<file path="config.mk">
export PLATFORM = sky130hd
export DESIGN_NAME = lcd_text_writer
export DESIGN_NICKNAME = d
export VERILOG_FILES = /design/src/rtl/lcd_text_writer_pkg.sv /design/src/rtl/lcd_nibble_tx.sv /design/src/rtl/lcd_text_writer.sv
export SDC_FILE = /design/constraint.sdc
export NUM_CORES = 1
export LEC_CHECK = 0
export BUFFER_PORTS_ARGS = -buffer_cell sky130_fd_sc_hd__buf_4
export CAP_MARGIN = 20
export CORE_AREA = 2 2 240 124
export DETAILED_ROUTE_END_ITERATION = 8
export DIE_AREA = 0 0 242 126
export PLACE_DENSITY = 0.77
export SETUP_SLACK_MARGIN = 0.15
export SLEW_MARGIN = 40
export SYNTH_ARGS = -nofsm -noshare
export SYNTH_HDL_FRONTEND = slang
export SYNTH_SLANG_ARGS = --single-unit
export TNS_END_PERCENT = 50
</file>
<file path="constraint.sdc">
create_clock -name clk -period 13.8 [get_ports clk]
set_clock_uncertainty 0.1 [all_clocks]
set_input_delay 0.69 -clock clk [delete_from_list [all_inputs] [get_ports clk]]
set_output_delay 0.69 -clock clk [all_outputs]
set_load 0.02 [all_outputs]
</file>
<file path="src/rtl/lcd_text_writer_pkg.sv">
// Shared types and command constants for the HD44780 16x2 text writer.
// Optional feature macro: LCD_SKIP_UNCHANGED_EN (see lcd_text_writer.sv).
package lcd_text_writer_pkg;

  typedef enum logic [2:0] {
    S_PWRUP, S_INIT, S_CFG, S_ADDR1, S_ROW1, S_ADDR2, S_ROW2, S_FEND
  } state_e;

  typedef enum logic [2:0] {
    T_PWR, T_IDLE, T_SETUP, T_PULSE, T_GAP, T_WAIT
  } tx_state_e;

  localparam logic [7:0] CMD_FUNC  = 8'h28;
  localparam logic [7:0] CMD_DISP  = 8'h0C;
  localparam logic [7:0] CMD_ENTRY = 8'h06;
  localparam logic [7:0] CMD_CLEAR = 8'h01;
  localparam logic [7:0] ADDR_ROW1 = 8'h80;
  localparam logic [7:0] ADDR_ROW2 = 8'hC0;

  function automatic logic [7:0] cfg_byte(input logic [1:0] i);
    case (i)
      2'd0:    return CMD_FUNC;
      2'd1:    return CMD_DISP;
      2'd2:    return CMD_ENTRY;
      default: return CMD_CLEAR;
    endcase
  endfunction

  // Char 0 lives in bits [127:120]; {~idx,3'b000} == (15-idx)*8.
  function automatic logic [7:0] row_char(input logic [127:0] row, input logic [3:0] idx);
    return row[{~idx, 3'b000} +: 8];
  endfunction

endpackage

</file>
<file path="src/rtl/lcd_nibble_tx.sv">
// Nibble/byte sequencer for the 4-bit LCD bus; owns every timing counter,
// including the power-up delay that runs straight out of reset.
module lcd_nibble_tx
  import lcd_text_writer_pkg::*;
#(
  parameter int PWRUP_CYC      = 2_000_000,
  parameter int INIT_WAIT_CYC  = 500_000,
  parameter int SETUP_CYC      = 4,
  parameter int E_CYC          = 25,
  parameter int NIB_GAP_CYC    = 100,
  parameter int CMD_WAIT_CYC   = 5_000,
  parameter int CLEAR_WAIT_CYC = 200_000
) (
  input  logic       clk,
  input  logic       rst,
  input  logic       start,
  input  logic       is_byte,
  input  logic       rs,
  input  logic [7:0] data,
  input  logic       long_wait,
  output logic       busy,
  output logic       lcd_e,
  output logic       lcd_rs,
  output logic [3:0] lcd_d
);

  localparam int M0 = (PWRUP_CYC > INIT_WAIT_CYC) ? PWRUP_CYC : INIT_WAIT_CYC;
  localparam int M1 = (M0 > CLEAR_WAIT_CYC) ? M0 : CLEAR_WAIT_CYC;
  localparam int M2 = (M1 > CMD_WAIT_CYC) ? M1 : CMD_WAIT_CYC;
  localparam int M3 = (M2 > NIB_GAP_CYC) ? M2 : NIB_GAP_CYC;
  localparam int M4 = (M3 > E_CYC) ? M3 : E_CYC;
  localparam int MAXP = (M4 > SETUP_CYC) ? M4 : SETUP_CYC;
  localparam int CW = $clog2(MAXP + 1);
  typedef logic [CW-1:0] cnt_t;

  tx_state_e  st_q, st_d;
  cnt_t       cnt_q, cnt_d, wait_lim;
  logic       e_q, e_d, rs_q, rs_d, byte_q, byte_d, long_q, long_d, pend_q, pend_d;
  logic [3:0] d_q, d_d, lo_q, lo_d;

  // long_wait selects the clear wait for a byte and the first-init wait for a nibble
  assign wait_lim = long_q ? (byte_q ? cnt_t'(CLEAR_WAIT_CYC - 1) : cnt_t'(INIT_WAIT_CYC - 1))
                           : cnt_t'(CMD_WAIT_CYC - 1);

  always_comb begin
    st_d = st_q; cnt_d = cnt_q; e_d = e_q; rs_d = rs_q; d_d = d_q;
    byte_d = byte_q; long_d = long_q; pend_d = pend_q; lo_d = lo_q;
    case (st_q)
      T_PWR:
        if (cnt_q == cnt_t'(PWRUP_CYC - 1)) begin st_d = T_IDLE; cnt_d = '0; end
        else cnt_d = cnt_q + cnt_t'(1);
      T_IDLE:
        if (start) begin
          byte_d = is_byte; long_d = long_wait; pend_d = is_byte; rs_d = rs;
          lo_d = data[3:0];
          d_d = is_byte ? data[7:4] : data[3:0];
          st_d = T_SETUP; cnt_d = '0;
        end
      T_SETUP:
        if (cnt_q == cnt_t'(SETUP_CYC - 1)) begin st_d = T_PULSE; e_d = 1'b1; cnt_d = '0; end
        else cnt_d = cnt_q + cnt_t'(1);
      T_PULSE:
        if (cnt_q == cnt_t'(E_CYC - 1)) begin
          e_d = 1'b0; cnt_d = '0;
          st_d = pend_q ? T_GAP : T_WAIT;
        end else cnt_d = cnt_q + cnt_t'(1);
      T_GAP:
        if (cnt_q == cnt_t'(NIB_GAP_CYC - 1)) begin
          d_d = lo_q; pend_d = 1'b0; st_d = T_SETUP; cnt_d = '0;
        end else cnt_d = cnt_q + cnt_t'(1);
      T_WAIT:
        if (cnt_q == wait_lim) begin st_d = T_IDLE; cnt_d = '0; end
        else cnt_d = cnt_q + cnt_t'(1);
      default: st_d = T_IDLE;
    endcase
  end

  always_ff @(posedge clk or posedge rst) begin
    if (rst) begin
      st_q <= T_PWR; cnt_q <= '0; e_q <= 1'b0; rs_q <= 1'b0; d_q <= '0;
      byte_q <= 1'b0; long_q <= 1'b0; pend_q <= 1'b0; lo_q <= '0;
    end else begin
      st_q <= st_d; cnt_q <= cnt_d; e_q <= e_d; rs_q <= rs_d; d_q <= d_d;
      byte_q <= byte_d; long_q <= long_d; pend_q <= pend_d; lo_q <= lo_d;
    end
  end

  // A start in flight counts as busy so the caller never double-issues.
  assign busy   = (st_q != T_IDLE) | start;
  assign lcd_e  = e_q;
  assign lcd_rs = rs_q;
  assign lcd_d  = d_q;

endmodule

</file>
<file path="src/rtl/lcd_text_writer.sv">
// Top FSM: power-up init, then endless refresh of two 16-char rows from a snapshot.
// Define LCD_SKIP_UNCHANGED_EN to hold in FEND until the row text changes.
module lcd_text_writer
  import lcd_text_writer_pkg::*;
#(
  parameter int PWRUP_CYC      = 2_000_000,
  parameter int INIT_WAIT_CYC  = 500_000,
  parameter int SETUP_CYC      = 4,
  parameter int E_CYC          = 25,
  parameter int NIB_GAP_CYC    = 100,
  parameter int CMD_WAIT_CYC   = 5_000,
  parameter int CLEAR_WAIT_CYC = 200_000
) (
  input  logic         clk,
  input  logic         reset,
  input  logic [127:0] row_A,
  input  logic [127:0] row_B,
  output logic         LCD_E,
  output logic         LCD_RS,
  output logic         LCD_RW,
  output logic [3:0]   LCD_D,
  output logic         init_done,
  output logic         frame_done
);

  state_e       st_q;
  logic [4:0]   idx_q;
  logic [255:0] snap_q;
  logic         start_q, byte_q, rs_q, long_q, init_done_q, frame_done_q;
  logic [7:0]   data_q;
  logic         busy;

  logic         item_vld, item_byte, item_rs, item_long;
  logic [7:0]   item_data;

  // Next item to send in the current state; no item left means advance.
  always_comb begin
    item_vld = 1'b0; item_byte = 1'b1; item_rs = 1'b0; item_long = 1'b0; item_data = '0;
    case (st_q)
      S_INIT: begin
        item_vld = idx_q < 5'd4; item_byte = 1'b0; item_long = idx_q == 5'd0;
        item_data = (idx_q == 5'd3) ? 8'h02 : 8'h03;
      end
      S_CFG: begin
        item_vld = idx_q < 5'd4; item_long = idx_q == 5'd3;
        item_data = cfg_byte(idx_q[1:0]);
      end
      S_ADDR1: begin item_vld = idx_q == 5'd0; item_data = ADDR_ROW1; end
      S_ADDR2: begin item_vld = idx_q == 5'd0; item_data = ADDR_ROW2; end
      S_ROW1: begin
        item_vld = !idx_q[4]; item_rs = 1'b1; item_data = row_char(snap_q[255:128], idx_q[3:0]);
      end
      S_ROW2: begin
        item_vld = !idx_q[4]; item_rs = 1'b1; item_data = row_char(snap_q[127:0], idx_q[3:0]);
      end
      default: ;
    endcase
  end

  always_ff @(posedge clk or posedge reset) begin
    if (reset) begin
      st_q <= S_PWRUP; idx_q <= '0; snap_q <= '0; start_q <= 1'b0; byte_q <= 1'b0;
      rs_q <= 1'b0; long_q <= 1'b0; data_q <= '0; init_done_q <= 1'b0; frame_done_q <= 1'b0;
    end else begin
      frame_done_q <= 1'b0;
      if (start_q) start_q <= 1'b0;
      else if (!busy) begin
        if (item_vld) begin
          start_q <= 1'b1; byte_q <= item_byte; rs_q <= item_rs;
          long_q <= item_long; data_q <= item_data; idx_q <= idx_q + 5'd1;
        end else begin
          idx_q <= '0;
          case (st_q)
            S_PWRUP: st_q <= S_INIT;
            S_INIT:  st_q <= S_CFG;
            S_CFG:   begin st_q <= S_ADDR1; init_done_q <= 1'b1; snap_q <= {row_A, row_B}; end
            S_ADDR1: st_q <= S_ROW1;
            S_ROW1:  st_q <= S_ADDR2;
            S_ADDR2: st_q <= S_ROW2;
            S_ROW2:  begin st_q <= S_FEND; frame_done_q <= 1'b1; end
            S_FEND: begin
`ifdef LCD_SKIP_UNCHANGED_EN
              if ({row_A, row_B} != snap_q) begin
                st_q <= S_ADDR1; snap_q <= {row_A, row_B};
              end
`else
              st_q <= S_ADDR1; snap_q <= {row_A, row_B};
`endif
            end
            default: st_q <= S_PWRUP;
          endcase
        end
      end
    end
  end

  lcd_nibble_tx #(
    .PWRUP_CYC(PWRUP_CYC), .INIT_WAIT_CYC(INIT_WAIT_CYC), .SETUP_CYC(SETUP_CYC),
    .E_CYC(E_CYC), .NIB_GAP_CYC(NIB_GAP_CYC), .CMD_WAIT_CYC(CMD_WAIT_CYC),
    .CLEAR_WAIT_CYC(CLEAR_WAIT_CYC)
  ) u_tx (
    .clk(clk), .rst(reset), .start(start_q), .is_byte(byte_q), .rs(rs_q), .data(data_q),
    .long_wait(long_q), .busy(busy), .lcd_e(LCD_E), .lcd_rs(LCD_RS), .lcd_d(LCD_D)
  );

  assign LCD_RW     = 1'b0;
  assign init_done  = init_done_q;
  assign frame_done = frame_done_q;

endmodule
</file>
# Yosys cells after proc, flatten, opt, wreduce, memory -nomap -nowiden
# Cells that the tools add are included.
[op_classes]
n_bitwise = 5
n_reduce_logical = 22
div_mod_pow = 0
n_mul = 0
shift = 2
eq_ne = 27
muxes = 43
magnitude_cmp = 1
n_addsub = 2
[ops]
columns = ["op", "n"]
rows = [
  ["128-bit by 8-bit indexed part select with 8-bit output", 2],
  ["21-bit two-way mux", 7],
  ["21-bit one-hot mux with 6 select lines", 1],
  ["8-bit one-hot mux with 6 select lines", 1],
  ["21-bit by 1-bit adder with 21-bit output, second input constant", 1],
  ["21-bit by 2-bit == test with 1-bit output, second input constant", 1],
  ["21-bit == test", 1],
  ["21-bit == test, second input constant", 1],
  ["21-bit by 5-bit == test with 1-bit output, second input constant", 1],
  ["21-bit by 7-bit == test with 1-bit output, second input constant", 1],
  ["3-bit one-hot mux with 7 select lines", 1],
  ["19-bit two-way mux", 1],
  ["3-bit == test, second input constant", 6],
  ["3-bit two-way mux", 6],
  ["3-bit one-hot mux with 6 select lines", 1],
  ["6-bit one-hot mux with 3 select lines", 1],
  ["1-bit two-way mux", 15],
  ["3-bit by 2-bit == test with 1-bit output, second input constant", 4],
  ["4-bit two-way mux", 3],
  ["3-bit AND reduction", 4],
  ["2-bit by 1-bit != test with 1-bit output, second input constant", 5],
  ["4-bit one-hot mux with 2 select lines", 1],
  ["4-bit AND reduction", 2],
  ["2-bit OR reduction", 4],
  ["22 further kinds", 31],
]
[word_totals]
latch_bits = 0
wordCells = 121
out_inout_bits = 9
register_bits = 315
inputBits = 258
romBits = 0
memories = 0
mem_bits_rw = 0

# Depth between registers and ports, before layout
# Gate-level depths: netlist (run 1).
[logic_depth]
word_depth = 6
mapped_depth = 12
ltp_nobuf = 8

# Hierarchy
# From an unflattened synthesis (run 1), not the netlist that was laid out.
[unflattened]
hier_cells = 1106
area_unflattened_um2 = 14995.6
[modules_own_cells]
columns = ["module", "seq_area_each_um2", "cells_each", "instances", "area_each_um2"]
rows = [
  ["lcd_text_writer", 6956.7, 861, 1, 12804.8],
  ["lcd_nibble_tx", 925.9, 245, 1, 2190.9],
]

# Least setup slack after synthesis (run 1)
# Ideal clock, no wire load.
[synth_timing]
path_type = "register -> register"
from = "register idx_q[1]"
to = "register data_q[3]"
t_arrival_ps = 2823
setup_slack_ps = 10751
synth_period_minus_slack_ps = 3049
path_stages_with_launch = 12
required_ps = 13574
setup_ps = 126
path_buffers = 4
path_cell_list = "dfrtp_1 buf_2 inv_2 buf_2 buf_2 ha_1 nand2b_1 a21oi_1 o41ai_2 nand2_1 buf_2 a221o_1"
[synth_via]
elab_chain_len = 3
[synth_lines]
columns = ["item", "line_no", "text"]
rows = [
  ["start, declared", "lcd_text_writer.sv:27", "logic [4:0] idx_q;"],
  ["start signal, assigned", "lcd_text_writer.sv:70", "long_q <= item_long; data_q <= item_data; idx_q <= idx_q + 5'd1;"],
  ["4-bit NOT, or another cell as far along", "lcd_text_writer_pkg.sv:31", "return row[{~idx, 3'b000} +: 8];"],
  ["128-bit by 8-bit indexed part select with 8-bit output, or another cell as far along", "lcd_text_writer_pkg.sv:31", ""],
  ["8-bit one-hot mux with 6 select lines / 3-bit AND reduction (equally long branches)", "--", ""],
  ["end signal, assigned", "lcd_text_writer.sv:70", ""],
  ["end, declared", "lcd_text_writer.sv:30", "logic [7:0] data_q;"],
]
# Parallel ways exist; a longest one is shown, timed or not.
# A chain may end at the register's enable or synchronous reset.

# Final worst setup path (run 1)
[layout_timing]
from = "register st_q[2]"
to = "register data_q[5]"
[layout_via]
elab_chain_len = 4
[layout_lines]
columns = ["item", "line_no", "text"]
rows = [
  ["start, declared", "lcd_text_writer.sv:26", "state_e st_q;"],
  ["start signal, assigned", "lcd_text_writer.sv:62", "st_q <= S_PWRUP; idx_q <= '0; snap_q <= '0; start_q <= 1'b0; byte_q <= 1'b0;"],
  ["start signal, assigned", "lcd_text_writer.sv:74", "S_PWRUP: st_q <= S_INIT;"],
  ["start signal, assigned", "lcd_text_writer.sv:75", "S_INIT: st_q <= S_CFG;"],
  ["3-bit == test, or another cell as far along", "lcd_text_writer.sv:39", "case (st_q)"],
  ["2-bit OR reduction (no line)", "--", ""],
  ["1-bit one-hot mux with 3 select lines", "lcd_text_writer.sv:39", ""],
  ["3-bit AND reduction (no line)", "--", ""],
]
# Parallel ways exist; a longest one is shown, timed or not.

==> results_dict.tcl, run 1 <==
set metrics [dict create \
    cts_setup_buffers 0 \
    intPower_mw 1.46 \
    viasPerCell 5.93 \
    endpoint_kind "flip-flop" \
    place.gp.congestion 0.944 \
    crit_fanout 62 \
    cp.required_ps 14170 \
    htreeDepth 1 \
    die_w_um 242 \
    cts_resized 0 \
    dr.pass1.iters 5 \
    ys_ff_latch 315 \
    synth_cells 1188 \
    cts.root.buffer_cell "clkbuf_16" \
    crit_path_max_incr_delay_ps 700 \
    crit_family "compound AO/OA/AOI/OAI gates" \
    grt_max_degree 94 \
    crit_type "flip-flop to flip-flop" \
    pwr-share-clk 0.456 \
    dpl_cell_area_um2 17400 \
    finalMaxSlewViolations 0 \
    drt_iter0_drc 1012 \
    grt_first_pass_wirelength_um 64500 \
    clk_pin_slew_ps 70 \
    grt_overflow 0 \
    insertion_delay_ps 560 \
    io_buffers 265 \
    drc 0 \
    slew_headroom 0.422 \
    power.leakage_nw 8.74 \
    syn_area_per_cell_um2 12.7 \
    hold_class "input port to asynchronous set/reset pin" \
    io_pins 267 \
    stdcell_area_um2 18400 \
    synth_area_um2 15100 \
    syn_to_final_growth_pct 21.6 \
    min_period_ps 3660 \
    p_per_area_nw_per_um2 100 \
    worst_ep_arrival_time_ps 4030 \
    synthArstFlopShare 1.00 \
    ys_types 73 \
    rr_startpoint "st_q[2]" \
    slowest_stage "o21ai_0" \
    timing.final.crit_share 0.265 \
    ir_worst_vdd_v 0.0000866 \
    syn-num-nets 1452 \
    hold_viol 0 \
    rows 44 \
    layout_common_cells "dfrtp_1, buf_4, mux2_2" \
    p_sw_frac 0.207 \
    cts_buffers 28 \
    cts.sinks 315 \
    worstRegToRegCells 6 \
    die_h_um 126 \
    drive_gt1_frac 0.459 \
    setup_tns_ps 0 \
    cts_tree "built" \
    path_buf_inv 1 \
    grt_util_all_layers 0.276 \
    seqPwrFrac 0.502 \
    clk_path_buf_depth 3 \
    nets 1678 \
    synth_edf_count 0 \
    reg2reg_slack_ps 10140 \
    core-area_um2 28400 \
    reg2reg_to "data_q[5]" \
    ant_nets 0 \
    yosysWarnings 0 \
    dieArea_um2 30500 \
    cts_hold_buf 0 \
    first_global_vias 10700 \
    wl_per_cell_um 22.9 \
    fmax_mhz 273 \
    antenna_found_initial 1 \
    finalSetupViolations 0 \
    ys_seq_area_frac 0.522 \
    path_cells "and3b_4 -> buf_6 -> mux4_2 -> o21ai_0 -> o31ai_1 -> o31ai_1" \
    via_count 10800 \
    status "finished, final reports clean" \
    p_sw_uw 382 \
    rsz0062_at_grt "false" \
    p_total_mw 1.84 \
    start_util 0.532 \
    cp_common_cell "o31ai_1" \
    dp_hpwl_um 30100 \
    routed_wl_um 41700 \
    p_comb_frac 0.042 \
    layout_commonest_cell "dfrtp_1" \
    startpoint_type "flip-flop" \
    tightest_slew_ps 858 \
    synthFlopType "dfrtp_1" \
    drv_cap 0 \
]
==> cells by family (layout without fill, tap and decap cells) <==
group | after synthesis | count (layout) | synth area share
xor+xnor | 2 | 2 | 0.00116
fa+ha+maj | 6 | 6 | 0.00497
other cells | 1 | 2 | 0.000248
buf+inv | 97 | 343 | 0.0307
simple gates | 265 | 265 | 0.0840
mux | 340 | 340 | 0.282
flops | 315 | 315 | 0.522
compound gates | 162 | 162 | 0.0745
==> power by group through the flow <==
stage	combinational (mW)	clock [mW]	sequential (mW)
6_report	0.0777	0.839	0.923
5_1_grt	0.0853	0.887	0.922
4_1_cts	0.0791	0.850	0.923
3_5_place_dp	0.0789	0	0.940
3_3_place_gp	0.0780	0	0.941
2_1_floorplan	0.0144	0	0.941
==> layout make-up <==
cell class / count / area [um^2]
clock buffer: 44 / 872
fill: 2167 / 10000
sequential: 315 / 7890
timing repair buffer: 280 / 2160
tap: 391 / 489
clock inverter: 6 / 109
inverter: 13 / 58.8
multi-input combinational: 776 / 6790
antenna: 1 / 2.50
==> worst max path at each step <==
stage                        endpoint      from  cells after the start  slack [ps]
after floorplan                byte_q     reset                      1        4300
after global placement    snap_q[163]  idx_q[2]                      7        9520
after detailed placement    data_q[5]   st_q[2]                      6       10170
after CTS                   data_q[5]   st_q[2]                      6       10160
after global routing        data_q[1]  idx_q[1]                      9        9980
final                       data_q[5]   st_q[2]                      6       10140
==> layer usage <==
layer  share of wire  track usage  vias to the layer above
met5               0            0                        -
met4           0.018       0.0625                        0
met1            0.46        0.424                     5476
li1                -            -                     4827
met3           0.094       0.0772                       52
met2            0.43        0.389                      471
==> worst register-to-register path, stage by stage (launching register included) <==
cell and delay [ps]:
dfrtp_1 650, and3b_4 490, buf_6 560, mux4_2 620, o21ai_0 700, o31ai_1 190, o31ai_1 270
==> synth_stat cells, drive strengths merged, types with 3 or more instances <==
master,n,area [um^2]
a2111oi,4,53.8
a211oi,4,30.0
a21oi,32,160
a221oi,7,61.3
a22oi,3,22.5
a311oi,4,35.0
a31o,3,26.3
a31oi,9,62.6
and2,8,50.1
and3,10,62.6
buf,61,328
clkbuf,23,86.3
dfrtp,315,7880
ha,6,75.1
inv,13,48.8
mux2,269,3030
mux2i,29,290
mux4,42,946
nand2,109,409
nand2b,6,37.5
nand3,31,155
nand4,7,43.8
nor2,44,186
nor2b,5,31.3
nor3,18,95.1
nor4,4,25.0
o211ai,25,188
o21ai,37,185
o221ai,4,35.0
o22ai,4,31.3
o31ai,5,37.5
or3,9,56.3
or4,3,22.5
==> state kept, by name, summed over array words and instances (netlist names), 3 cells and up <==
name        count
data_q          8
idx_q           5
snap_q        256
u_tx.st_q       3
u_tx.lo_q       4
u_tx.cnt_q     21
st_q            3
u_tx.lcd_d      4
==> stage by stage <==
step,hold slack (ps),utilization,instances,setup slack (ps)
3_3_place_gp,364,0.609,1773,9520
6_report,107,0.647,1826,10140
2_1_floorplan,341,-,1188,4300
5_1_grt,161,0.647,1826,9980
3_5_place_dp,377,0.611,1775,10170
4_1_cts,143,0.646,1825,10160
(Power assumes the default switching activity.)
==> run 2, diff against run 1 <==
Clock period 13.8 ns to 3.85 ns, I/O delays scaled along.
==> results_dict.tcl, run 2 (synthesis results as in run 1) <==
set metrics [dict create \
    status "finished, final reports clean" \
    clk_pin_slew_ps 70 \
    hold_viol 0 \
    cts_setup_buffers 0 \
    finalSetupViolations 0 \
    cts.sinks 315 \
    reg2reg_slack_ps 530 \
    rr_startpoint "st_q[2]" \
    cts.root.buffer_cell "clkbuf_16" \
    dieArea_um2 30500 \
    min_period_ps 3320 \
    rows 44 \
    cts_tree "built" \
    largest_reg_flops 256 \
    antenna_found_initial 8 \
    layout_common_cells "dfrtp_1, buf_4, mux2_2" \
    io_buffers 265 \
    worstRegToRegCells 6 \
    start_util 0.532 \
    cts_buffers 28 \
    crit_fanout 41 \
    rsz0062_at_grt "false" \
    place.gp.congestion 0.933 \
    startpoint_type "flip-flop" \
    drv_cap 0 \
    wl_per_cell_um 25.1 \
    htreeDepth 1 \
    grt_max_degree 115 \
    timing.hold.ws_ps 56.5 \
    multiInputGateArea_um2 6780 \
    fmax_mhz 301 \
    p_per_area_nw_per_um2 323 \
    cts_hold_buf 257 \
    hold_class "input port to asynchronous set/reset pin" \
    syn_to_final_growth_pct 39.0 \
    dr.pass1.iters 6 \
    reg2reg_to "data_q[3]" \
    ir_worst_vdd_v 0.000317 \
    viasPerCell 5.93 \
    cts_resized 0 \
    dp_cells 1782 \
    finalMaxSlewViolations 0 \
    grt_first_pass_wirelength_um 80700 \
    die_w_um 242 \
    io_pins 267 \
    insertion_delay_ps 570 \
    cp.required_ps 4200 \
    core-area_um2 28400 \
    drt_iter0_drc 1307 \
    tightest_slew_ps 839 \
    via_count 12400 \
    regArea_um2 7880 \
    power.leakage_nw 9.84 \
    crit_type "flip-flop to flip-flop" \
    routed_wl_um 52600 \
    endpoint_kind "flip-flop" \
    layout.cells.non_filler 2099 \
    grt_overflow 0 \
    die_h_um 126 \
    layout_commonest_cell "dfrtp_1" \
    nets 1943 \
    ant_nets 0 \
    worst_ep_arrival_time_ps 3670 \
    slew_headroom 0.439 \
    drc 0 \
    regMostFlops "snap_q" \
    drive_gt1_frac 0.393 \
    grt_util_all_layers 0.350 \
    dp_hpwl_um 32600 \
    top_regs "snap_q x256, u_tx.cnt_q x21, data_q x8" \
    clk_path_buf_depth 3 \
    first_global_vias 13200 \
    n_fill_cell 1793 \
    timing.final.crit_share 0.864 \
]
-- run 2: metal layers --
metal | GRT usage | part of all wire
met4 | 0.108 | 0.030
met1 | 0.478 | 0.42
met3 | 0.107 | 0.10
met5 | 0 | 0
met2 | 0.543 | 0.45
-- run 2: power by group --
group	switching, mW	internal, mW
combinational	0.191	0.344
clock	1.34	1.61
sequential	0	3.31
total	1.53	5.26
-- run 2: layout make-up --
type                    instances  share of cell area
well taps                     391              0.0233
flip-flops and latches        315               0.376
clock buffers                  36              0.0382
inverters                      13             0.00250
repair buffers                545               0.230
diodes                          8            0.000954
multi-input cells             776               0.323
clock inverters                15             0.00674
-- run 2: how the worst max path moves through the flow --
stage	from	end	slack (ps)	depth (start not counted)
after floorplan	reset	byte_q	-640	1
after global placement	st_q[2]	data_q[2]	760	6
after detailed placement	st_q[2]	data_q[2]	670	6
after CTS	st_q[2]	data_q[2]	660	6
after global routing	st_q[2]	data_q[3]	400	6
final	st_q[2]	data_q[3]	530	6
-- run 2: through the flow --
stage | total power [mW] | instance area (um^2) | setup TNS, ps | utilization | worst slack (ps)
global placement | 3.67 | 17400 | 0 | 0.613 | 761
CTS | 6.75 | 20900 | 0 | 0.737 | 657
global route | 6.98 | 21000 | 0 | 0.739 | 405
detailed placement | 3.67 | 17400 | 0 | 0.613 | 669
finish | 6.79 | 21000 | 0 | 0.739 | 525
floorplan | 3.43 | 15100 | -201400 | - | -639
-- run 2: worst max-delay path, cell delays in order (launching register included) --
cell and delay [ps]:
dfrtp_1 620, and3b_4 760, buf_4 450, mux4_2 360, nor3b_1 380, o21ai_0 210
a221o_1 310
